==> config.mk <==
export PLATFORM = sky130hd
export DESIGN_NAME = fpu_arbiter_flat
export DESIGN_NICKNAME = d
export VERILOG_FILES = /design/src/rtl/fpu_arbiter_if.sv /design/src/rtl/fpu_arbiter.sv /design/src/flat_wrapper.sv
export SDC_FILE = /design/constraint.sdc
export NUM_CORES = 1
export LEC_CHECK = 0
export ABC_AREA = 1
export BUFFER_PORTS_ARGS = -buffer_cell sky130_fd_sc_hd__buf_2
export CORE_AREA = 3 3 167 169
export CTS_BUF_LIST = sky130_fd_sc_hd__clkbuf_16
export DETAILED_ROUTE_END_ITERATION = 10
export DIE_AREA = 0 0 170 172
export SLEW_MARGIN = 20
export SYNTH_ARGS = -nofsm -noshare
export SYNTH_HDL_FRONTEND = slang
export SYNTH_SLANG_ARGS = --single-unit
==> constraint.sdc <==
create_clock -name clock -period 4.84 [get_ports clock]
set_clock_uncertainty 0.2 [all_clocks]
set_input_delay 0 -clock clock [delete_from_list [all_inputs] [get_ports clock]]
set_output_delay 0 -clock clock [all_outputs]
set_load 0.02 [all_outputs]
==> src/rtl/fpu_arbiter_if.sv <==
`timescale 1ns/1ps
`default_nettype none
// ============================================================================
// Module   : fpu_arbiter_if
// Brief    : Client request/response bus plus shared-FPU handshake bundle.
// Revision : 1.0
// ============================================================================
interface fpu_arbiter_if #(
    parameter int BITNESS    = 32,
    parameter int REQUESTERS = 4
);
    logic [REQUESTERS-1:0]         req_valid;
    logic [REQUESTERS-1:0]         req_ready;
    logic [REQUESTERS*BITNESS-1:0] req_data_a;
    logic [REQUESTERS*BITNESS-1:0] req_data_b;
    logic [REQUESTERS*4-1:0]       req_command;
    logic [REQUESTERS-1:0]         resp_valid;
    logic [REQUESTERS-1:0]         resp_ready;
    logic [BITNESS-1:0]            resp_result;
    logic                          resp_error;
    logic                          busy;
    logic [2:0]                    grant_id;
    logic                          fpu_input_rdy;
    logic                          fpu_input_ack;
    logic [BITNESS-1:0]            fpu_data_a;
    logic [BITNESS-1:0]            fpu_data_b;
    logic [3:0]                    fpu_command;
    logic                          fpu_output_rdy;
    logic                          fpu_output_ack;
    logic [BITNESS-1:0]            fpu_result;

    // Arbiter view
    modport slave (
        input  req_valid, req_data_a, req_data_b, req_command, resp_ready,
        input  fpu_input_ack, fpu_output_rdy, fpu_result,
        output req_ready, resp_valid, resp_result, resp_error, busy, grant_id,
        output fpu_input_rdy, fpu_data_a, fpu_data_b, fpu_command, fpu_output_ack
    );

    // Clients plus FPU view
    modport master (
        output req_valid, req_data_a, req_data_b, req_command, resp_ready,
        output fpu_input_ack, fpu_output_rdy, fpu_result,
        input  req_ready, resp_valid, resp_result, resp_error, busy, grant_id,
        input  fpu_input_rdy, fpu_data_a, fpu_data_b, fpu_command, fpu_output_ack
    );
endinterface
`default_nettype wire

==> src/rtl/fpu_arbiter.sv <==
`timescale 1ns/1ps
`default_nettype none
// ============================================================================
// Module   : fpu_arbiter
// Brief    : Round-robin sharing of one FPU among REQUESTERS clients, with a
//            watchdog that turns a hung FPU operation into an error response.
// Revision : 1.0
// ============================================================================
module fpu_arbiter #(
    parameter int BITNESS    = 32,
    parameter int REQUESTERS = 4,
    parameter int TIMEOUT    = 64
) (
    input  wire logic    clock,
    input  wire logic    reset,
    fpu_arbiter_if.slave bus
);
    localparam int WD_W = $clog2(TIMEOUT);

    typedef enum logic [1:0] {
        ST_IDLE    = 2'd0,
        ST_ISSUE   = 2'd1,
        ST_WAIT    = 2'd2,
        ST_RESPOND = 2'd3
    } state_t;

    state_t                r_state;
    logic [2:0]            r_ptr;
    logic [WD_W-1:0]       r_wdog;
    logic [REQUESTERS-1:0] r_gnt_oh;

    logic [2:0]            w_grant;
    logic                  w_any;
    logic [REQUESTERS-1:0] w_grant_oh;
    logic [BITNESS-1:0]    w_sel_a;
    logic [BITNESS-1:0]    w_sel_b;
    logic [3:0]            w_sel_cmd;

    // Scan from the lowest priority (ptr itself) upwards so the last hit is
    // the first requester after ptr in wrap-around order.
    always_comb begin
        w_grant = 3'd0;
        w_any   = 1'b0;
        for (int k = REQUESTERS; k >= 1; k--) begin
            for (int j = 0; j < REQUESTERS; j++) begin
                if (bus.req_valid[j] && (((int'(r_ptr) + k) % REQUESTERS) == j)) begin
                    w_grant = 3'(j);
                    w_any   = 1'b1;
                end
            end
        end
    end

    assign w_grant_oh = {{(REQUESTERS-1){1'b0}}, 1'b1} << w_grant;

    always_comb begin
        w_sel_a   = '0;
        w_sel_b   = '0;
        w_sel_cmd = '0;
        for (int j = 0; j < REQUESTERS; j++) begin
            if (w_grant == 3'(j)) begin
                w_sel_a   = bus.req_data_a[j*BITNESS +: BITNESS];
                w_sel_b   = bus.req_data_b[j*BITNESS +: BITNESS];
                w_sel_cmd = bus.req_command[j*4 +: 4];
            end
        end
    end

    always_ff @(posedge clock) begin
        if (reset) begin
            r_state            <= ST_IDLE;
            r_ptr              <= 3'(REQUESTERS - 1);
            r_wdog             <= '0;
            r_gnt_oh           <= '0;
            bus.req_ready      <= '0;
            bus.resp_valid     <= '0;
            bus.resp_result    <= '0;
            bus.resp_error     <= 1'b0;
            bus.busy           <= 1'b0;
            bus.grant_id       <= 3'd0;
            bus.fpu_input_rdy  <= 1'b0;
            bus.fpu_data_a     <= '0;
            bus.fpu_data_b     <= '0;
            bus.fpu_command    <= 4'd0;
            bus.fpu_output_ack <= 1'b0;
        end else begin
            bus.req_ready      <= '0;
            bus.fpu_output_ack <= 1'b0;
            case (r_state)
                ST_IDLE: begin
                    // A result left over from a timed-out operation is drained
                    // first; the ack already in flight keeps it to one pulse.
                    if (bus.fpu_output_rdy && !bus.fpu_output_ack) begin
                        bus.fpu_output_ack <= 1'b1;
                    end else if (w_any) begin
                        r_ptr             <= w_grant;
                        r_gnt_oh          <= w_grant_oh;
                        bus.grant_id      <= w_grant;
                        bus.req_ready     <= w_grant_oh;
                        bus.fpu_data_a    <= w_sel_a;
                        bus.fpu_data_b    <= w_sel_b;
                        bus.fpu_command   <= w_sel_cmd;
                        bus.fpu_input_rdy <= 1'b1;
                        bus.busy          <= 1'b1;
                        r_state           <= ST_ISSUE;
                    end
                end

                ST_ISSUE: begin
                    if (bus.fpu_input_ack) begin
                        bus.fpu_input_rdy <= 1'b0;
                        r_wdog            <= '0;
                        r_state           <= ST_WAIT;
                    end
                end

                ST_WAIT: begin
                    if (bus.fpu_output_rdy) begin
                        bus.resp_result    <= bus.fpu_result;
                        bus.resp_error     <= 1'b0;
                        bus.resp_valid     <= r_gnt_oh;
                        bus.fpu_output_ack <= 1'b1;
                        r_wdog             <= '0;
                        r_state            <= ST_RESPOND;
                    end else if (r_wdog == WD_W'(TIMEOUT - 1)) begin
                        bus.resp_result <= '0;
                        bus.resp_error  <= 1'b1;
                        bus.resp_valid  <= r_gnt_oh;
                        r_wdog          <= '0;
                        r_state         <= ST_RESPOND;
                    end else begin
                        r_wdog <= r_wdog + 1'b1;
                    end
                end

                ST_RESPOND: begin
                    if (|(bus.resp_ready & r_gnt_oh)) begin
                        bus.resp_valid <= '0;
                        bus.busy       <= 1'b0;
                        r_state        <= ST_IDLE;
                    end
                end

                default: begin
                    r_state <= ST_IDLE;
                end
            endcase
        end
    end
endmodule
`default_nettype wire

==> src/flat_wrapper.sv <==
// flat-port wrapper written by rule: the top's interface ports become plain ports
module fpu_arbiter_flat 
#(
    parameter int BITNESS    = 32,
    parameter int REQUESTERS = 4,
    parameter int TIMEOUT    = 64
)
  (clock, reset, bus_req_valid, bus_req_data_a, bus_req_data_b, bus_req_command, bus_resp_ready, bus_fpu_input_ack, bus_fpu_output_rdy, bus_fpu_result, bus_req_ready, bus_resp_valid, bus_resp_result, bus_resp_error, bus_busy, bus_grant_id, bus_fpu_input_rdy, bus_fpu_data_a, bus_fpu_data_b, bus_fpu_command, bus_fpu_output_ack);
  fpu_arbiter_if #(.BITNESS(BITNESS), .REQUESTERS(REQUESTERS)) bus_i ();
  input  wire logic clock;
  input  wire logic reset;
  input wire logic [$bits(bus_i.req_valid)-1:0] bus_req_valid;
  input wire logic [$bits(bus_i.req_data_a)-1:0] bus_req_data_a;
  input wire logic [$bits(bus_i.req_data_b)-1:0] bus_req_data_b;
  input wire logic [$bits(bus_i.req_command)-1:0] bus_req_command;
  input wire logic [$bits(bus_i.resp_ready)-1:0] bus_resp_ready;
  input wire logic [$bits(bus_i.fpu_input_ack)-1:0] bus_fpu_input_ack;
  input wire logic [$bits(bus_i.fpu_output_rdy)-1:0] bus_fpu_output_rdy;
  input wire logic [$bits(bus_i.fpu_result)-1:0] bus_fpu_result;
  output wire logic [$bits(bus_i.req_ready)-1:0] bus_req_ready;
  output wire logic [$bits(bus_i.resp_valid)-1:0] bus_resp_valid;
  output wire logic [$bits(bus_i.resp_result)-1:0] bus_resp_result;
  output wire logic [$bits(bus_i.resp_error)-1:0] bus_resp_error;
  output wire logic [$bits(bus_i.busy)-1:0] bus_busy;
  output wire logic [$bits(bus_i.grant_id)-1:0] bus_grant_id;
  output wire logic [$bits(bus_i.fpu_input_rdy)-1:0] bus_fpu_input_rdy;
  output wire logic [$bits(bus_i.fpu_data_a)-1:0] bus_fpu_data_a;
  output wire logic [$bits(bus_i.fpu_data_b)-1:0] bus_fpu_data_b;
  output wire logic [$bits(bus_i.fpu_command)-1:0] bus_fpu_command;
  output wire logic [$bits(bus_i.fpu_output_ack)-1:0] bus_fpu_output_ack;
  assign bus_i.req_valid = bus_req_valid;
  assign bus_i.req_data_a = bus_req_data_a;
  assign bus_i.req_data_b = bus_req_data_b;
  assign bus_i.req_command = bus_req_command;
  assign bus_i.resp_ready = bus_resp_ready;
  assign bus_i.fpu_input_ack = bus_fpu_input_ack;
  assign bus_i.fpu_output_rdy = bus_fpu_output_rdy;
  assign bus_i.fpu_result = bus_fpu_result;
  assign bus_req_ready = bus_i.req_ready;
  assign bus_resp_valid = bus_i.resp_valid;
  assign bus_resp_result = bus_i.resp_result;
  assign bus_resp_error = bus_i.resp_error;
  assign bus_busy = bus_i.busy;
  assign bus_grant_id = bus_i.grant_id;
  assign bus_fpu_input_rdy = bus_i.fpu_input_rdy;
  assign bus_fpu_data_a = bus_i.fpu_data_a;
  assign bus_fpu_data_b = bus_i.fpu_data_b;
  assign bus_fpu_command = bus_i.fpu_command;
  assign bus_fpu_output_ack = bus_i.fpu_output_ack;
  fpu_arbiter #(.BITNESS(BITNESS), .REQUESTERS(REQUESTERS), .TIMEOUT(TIMEOUT)) u_core (.clock(clock), .reset(reset), .bus(bus_i));
endmodule
==> results.md <==
- Outcome: completed
- Worst-path fanout max: 77
- Sequential power share: 0.215
- Die Wd: 170 um
- Clock slew seen by the registers of the worst setup and hold paths: 60 ps
- Yosys cell types: 26
- Final setup margin: 244 ps
- PD cells: 550 mW/mm^2
- Clk sinks: 128
- Gr ovfl total: 0
- Power, Total: 0.00749 W
- MaxCap Viol Count: 0
- Resized Gates After CTS: 0
- Largest net degree at the start of global routing: 78
- Min-Delay Endpoint: u_core.bus.busy
- Global-route wire length before repair: 55000 um
- Die area: 0.0292 sq mm
- Comb pwr share: 0.599
- DP Worst Slack: 1690 ps
- Worst reg2reg setup slack: 240 ps
- P_int: 0.00408 W
- CTS Hold Bufs: 250
- Cell taking the most area after synthesis: dfxtp_1
- Synth area leaders: dfxtp_1, nand2_1, nand3_1
- Hold Path Class: in2reg
- Yosys reg bits: 128
- Core area: 0.0267 sq mm
- WHS Path Cells: 6
- Fin crit share: 0.950
- Vias in the first global route: 10800
- Max-slew headroom: 0.349
- Final core utilization: 0.509
- Net Sw Frac: 0.455
- Crit path cell chain: inv_1 > nand2_1 > inv_1 > nand2_2 > nand3_4 > inv_4 > buf_12 > nand4_1 > nand2_1 > dlygate4sd3_1 > inv_1 > nand3_1 > dlygate4sd3_1 > nand2_1 > dlygate4sd3_1 > nand2_1
- Crit. End Element: flip-flop
- # setup viols final: 0
- Syn nets: 1712
- CP startpoint kind: flip-flop
- Most common cell after layout, fill and taps aside: buf_2
- Synth Cell Area: 0.00821 sq mm
- Gpl congestion: 0.930
- Number of DRC markers in iteration 0: 813
- CTS buffer count: 17
- Clock power share: 0.186
- Syn avg cell area: 5.90 sq um
- FP Rows: 60
- Hold_sp: bus_req_valid[0]
- Synth Warn #: 0
- RSZ-0062 raised after global routing: false
- Fin Hold WS: 51.0 ps
- Worst Path Required: 4990 ps
- Syn Inst Count: 1391
- IO Port Bufs: 429
- IO Pins: 431
- Final WL: 35700 um
- Antenna viol nets, final: 0
- Worst Path Arrival: 4750 ps
- Post-detail-place hpwl: 24100 um
- WS Path Type: reg2reg
- Slew @ Worst Pin: 975 ps
- Initial antenna violation count: 3
- Ratio of cells with drive above 1 in the final layout: 0.244
- Fin. Hold Viols: 0
- Fin. max-slew vios: 0
- Slowest cell on the critical path: dlygate4sd3_1
- Nets: 2317
- Vias: 11500
- Worst vdd ir: 0.318 mV
- Remaining DRCs: 0
- Max Freq: 218 MHz
- CP peak stage delay: 560 ps
- Worst-case clock buffer depth: 2
- CTS tree: built
- H-tree levels: 4
- Initial Util: 0.307
- Crit path time final: 4600 ps
- Final setup TNS: 0 ps
- Setup Buffers After CTS: 0
- CTS Root Cell: clkbuf_16
- Reg-to-Reg End: u_core.bus.fpu_data_a[18]
- FF-to-FF Start: u_core.r_ptr[0]
- Leading cell types in the layout, fill and taps excluded: buf_2, nand2_1, dlygate4sd3_1, nand3_1, inv_1
- WL/cell: 15.2 um
- Total Routing Usage GR: 0.233
- Critical Path Most Common Cell: nand2_1
- Clk_lat worst skew: 410 ps
- Post-DR vias/cell: 4.89
- Leakage: 7.48 nW
- Die Height: 172 um
- Worst-case reg-to-reg path depth: 16
- Switching power: 0.00341 W
- Top cell type's share of synthesized area: 0.312
- Initial DRT Pass Iterations: 5
- Post-synthesis sequential area ratio: 0.312
- Area grow syn2layout: 65.8%
-- stage by stage --
stage / area [sq um] / std cells
after floorplan: 8210 / 1391
after global placement: 10500 / 2068
after detailed placement: 10500 / 2068
after CTS: 13600 / 2350
after global routing: 13600 / 2352
final: 13600 / 2352
-- flip-flops by register name (all words and copies together) (netlist names), 2 cells and up --
signal,count
u_core.bus.fpu_data_a,32
u_core.bus.fpu_data_b,32
u_core.bus.resp_result,32
u_core.r_wdog,6
u_core.bus.fpu_command,4
u_core.bus.req_ready,4
u_core.bus.resp_valid,4
u_core.r_gnt_oh,4
u_core.bus.grant_id,2
u_core.r_ptr,2
u_core.r_state,2
-- final cells by class --
type | instances | area (sq um)
multi-input cells | 920 | 4330
inverters | 233 | 877
diodes | 2 | 5.00
flip-flops and latches | 128 | 2560
fillers | 2666 | 13100
clock inverters | 15 | 198
repair buffers | 696 | 4790
clock buffers | 17 | 425
well taps | 341 | 427
-- worst max-delay path by stage --
| stage | slack [ps] | from | cells past startpoint | endpoint |
|---|---|---|---|---|
| floorplan | 2640 | u_core.r_ptr[0] | 22 | u_core.bus.fpu_data_b[15] |
| global placement | 1720 | u_core.r_ptr[0] | 13 | u_core.bus.fpu_data_b[16] |
| detailed placement | 1690 | u_core.r_ptr[0] | 13 | u_core.bus.fpu_data_b[4] |
| CTS | 300 | u_core.r_ptr[0] | 16 | u_core.bus.fpu_data_a[18] |
| global route | 30 | u_core.r_ptr[0] | 16 | u_core.bus.fpu_data_a[18] |
| finish | 240 | u_core.r_ptr[0] | 16 | u_core.bus.fpu_data_a[18] |
-- per-layer routing --
layer,vias up,global-route usage,part of all wire
li1,5698,-,-
met1,5263,0.288,0.41
met2,458,0.395,0.48
met3,87,0.0551,0.075
met4,2,0.0899,0.034
met5,-,0,0.00020
-- critical path, delay by kind of cell (launching register included) --
family | cells | cell delay (ps)
AND/OR/NAND/NOR | 8 | 1320
flip-flops | 1 | 380
buffers and inverters | 8 | 2570
-- power by group through the flow --
stage               clock network, W  logic [W]  registers (W)
finish                       0.00139    0.00449        0.00161
global route                 0.00147    0.00495        0.00164
CTS                          0.00143    0.00443        0.00160
detailed placement                 0    0.00355        0.00161
global placement                   0    0.00352        0.00161
floorplan                          0    0.00212        0.00196
-- cell usage after synthesis (all sizes together) --
cell    instances
a211oi          2
a21oi          45
a22o            1
a22oi           2
a311oi          1
and3            3
buf            43
clkbuf         67
clkinv          4
conb            1
dfxtp         128
ha              5
inv           229
nand2         433
nand3         242
nand4         144
nor2           19
nor3            3
o21ai          15
o22ai           1
xor2            3
-- cell families (layout without fill, tap and decap cells) --
family	after synthesis	after routing	share of synthesized area
AO/OA/AOI/OAI	67	67	0.0431
XOR/XNOR	3	3	0.00320
adder cells (fa/ha/maj)	5	5	0.00762
buffers and inverters	343	961	0.164
flip-flops	128	128	0.312
other	1	3	0.000457
AND/OR/NAND/NOR	844	844	0.470
No activity file was read; power rests on OpenSTA's default activity.
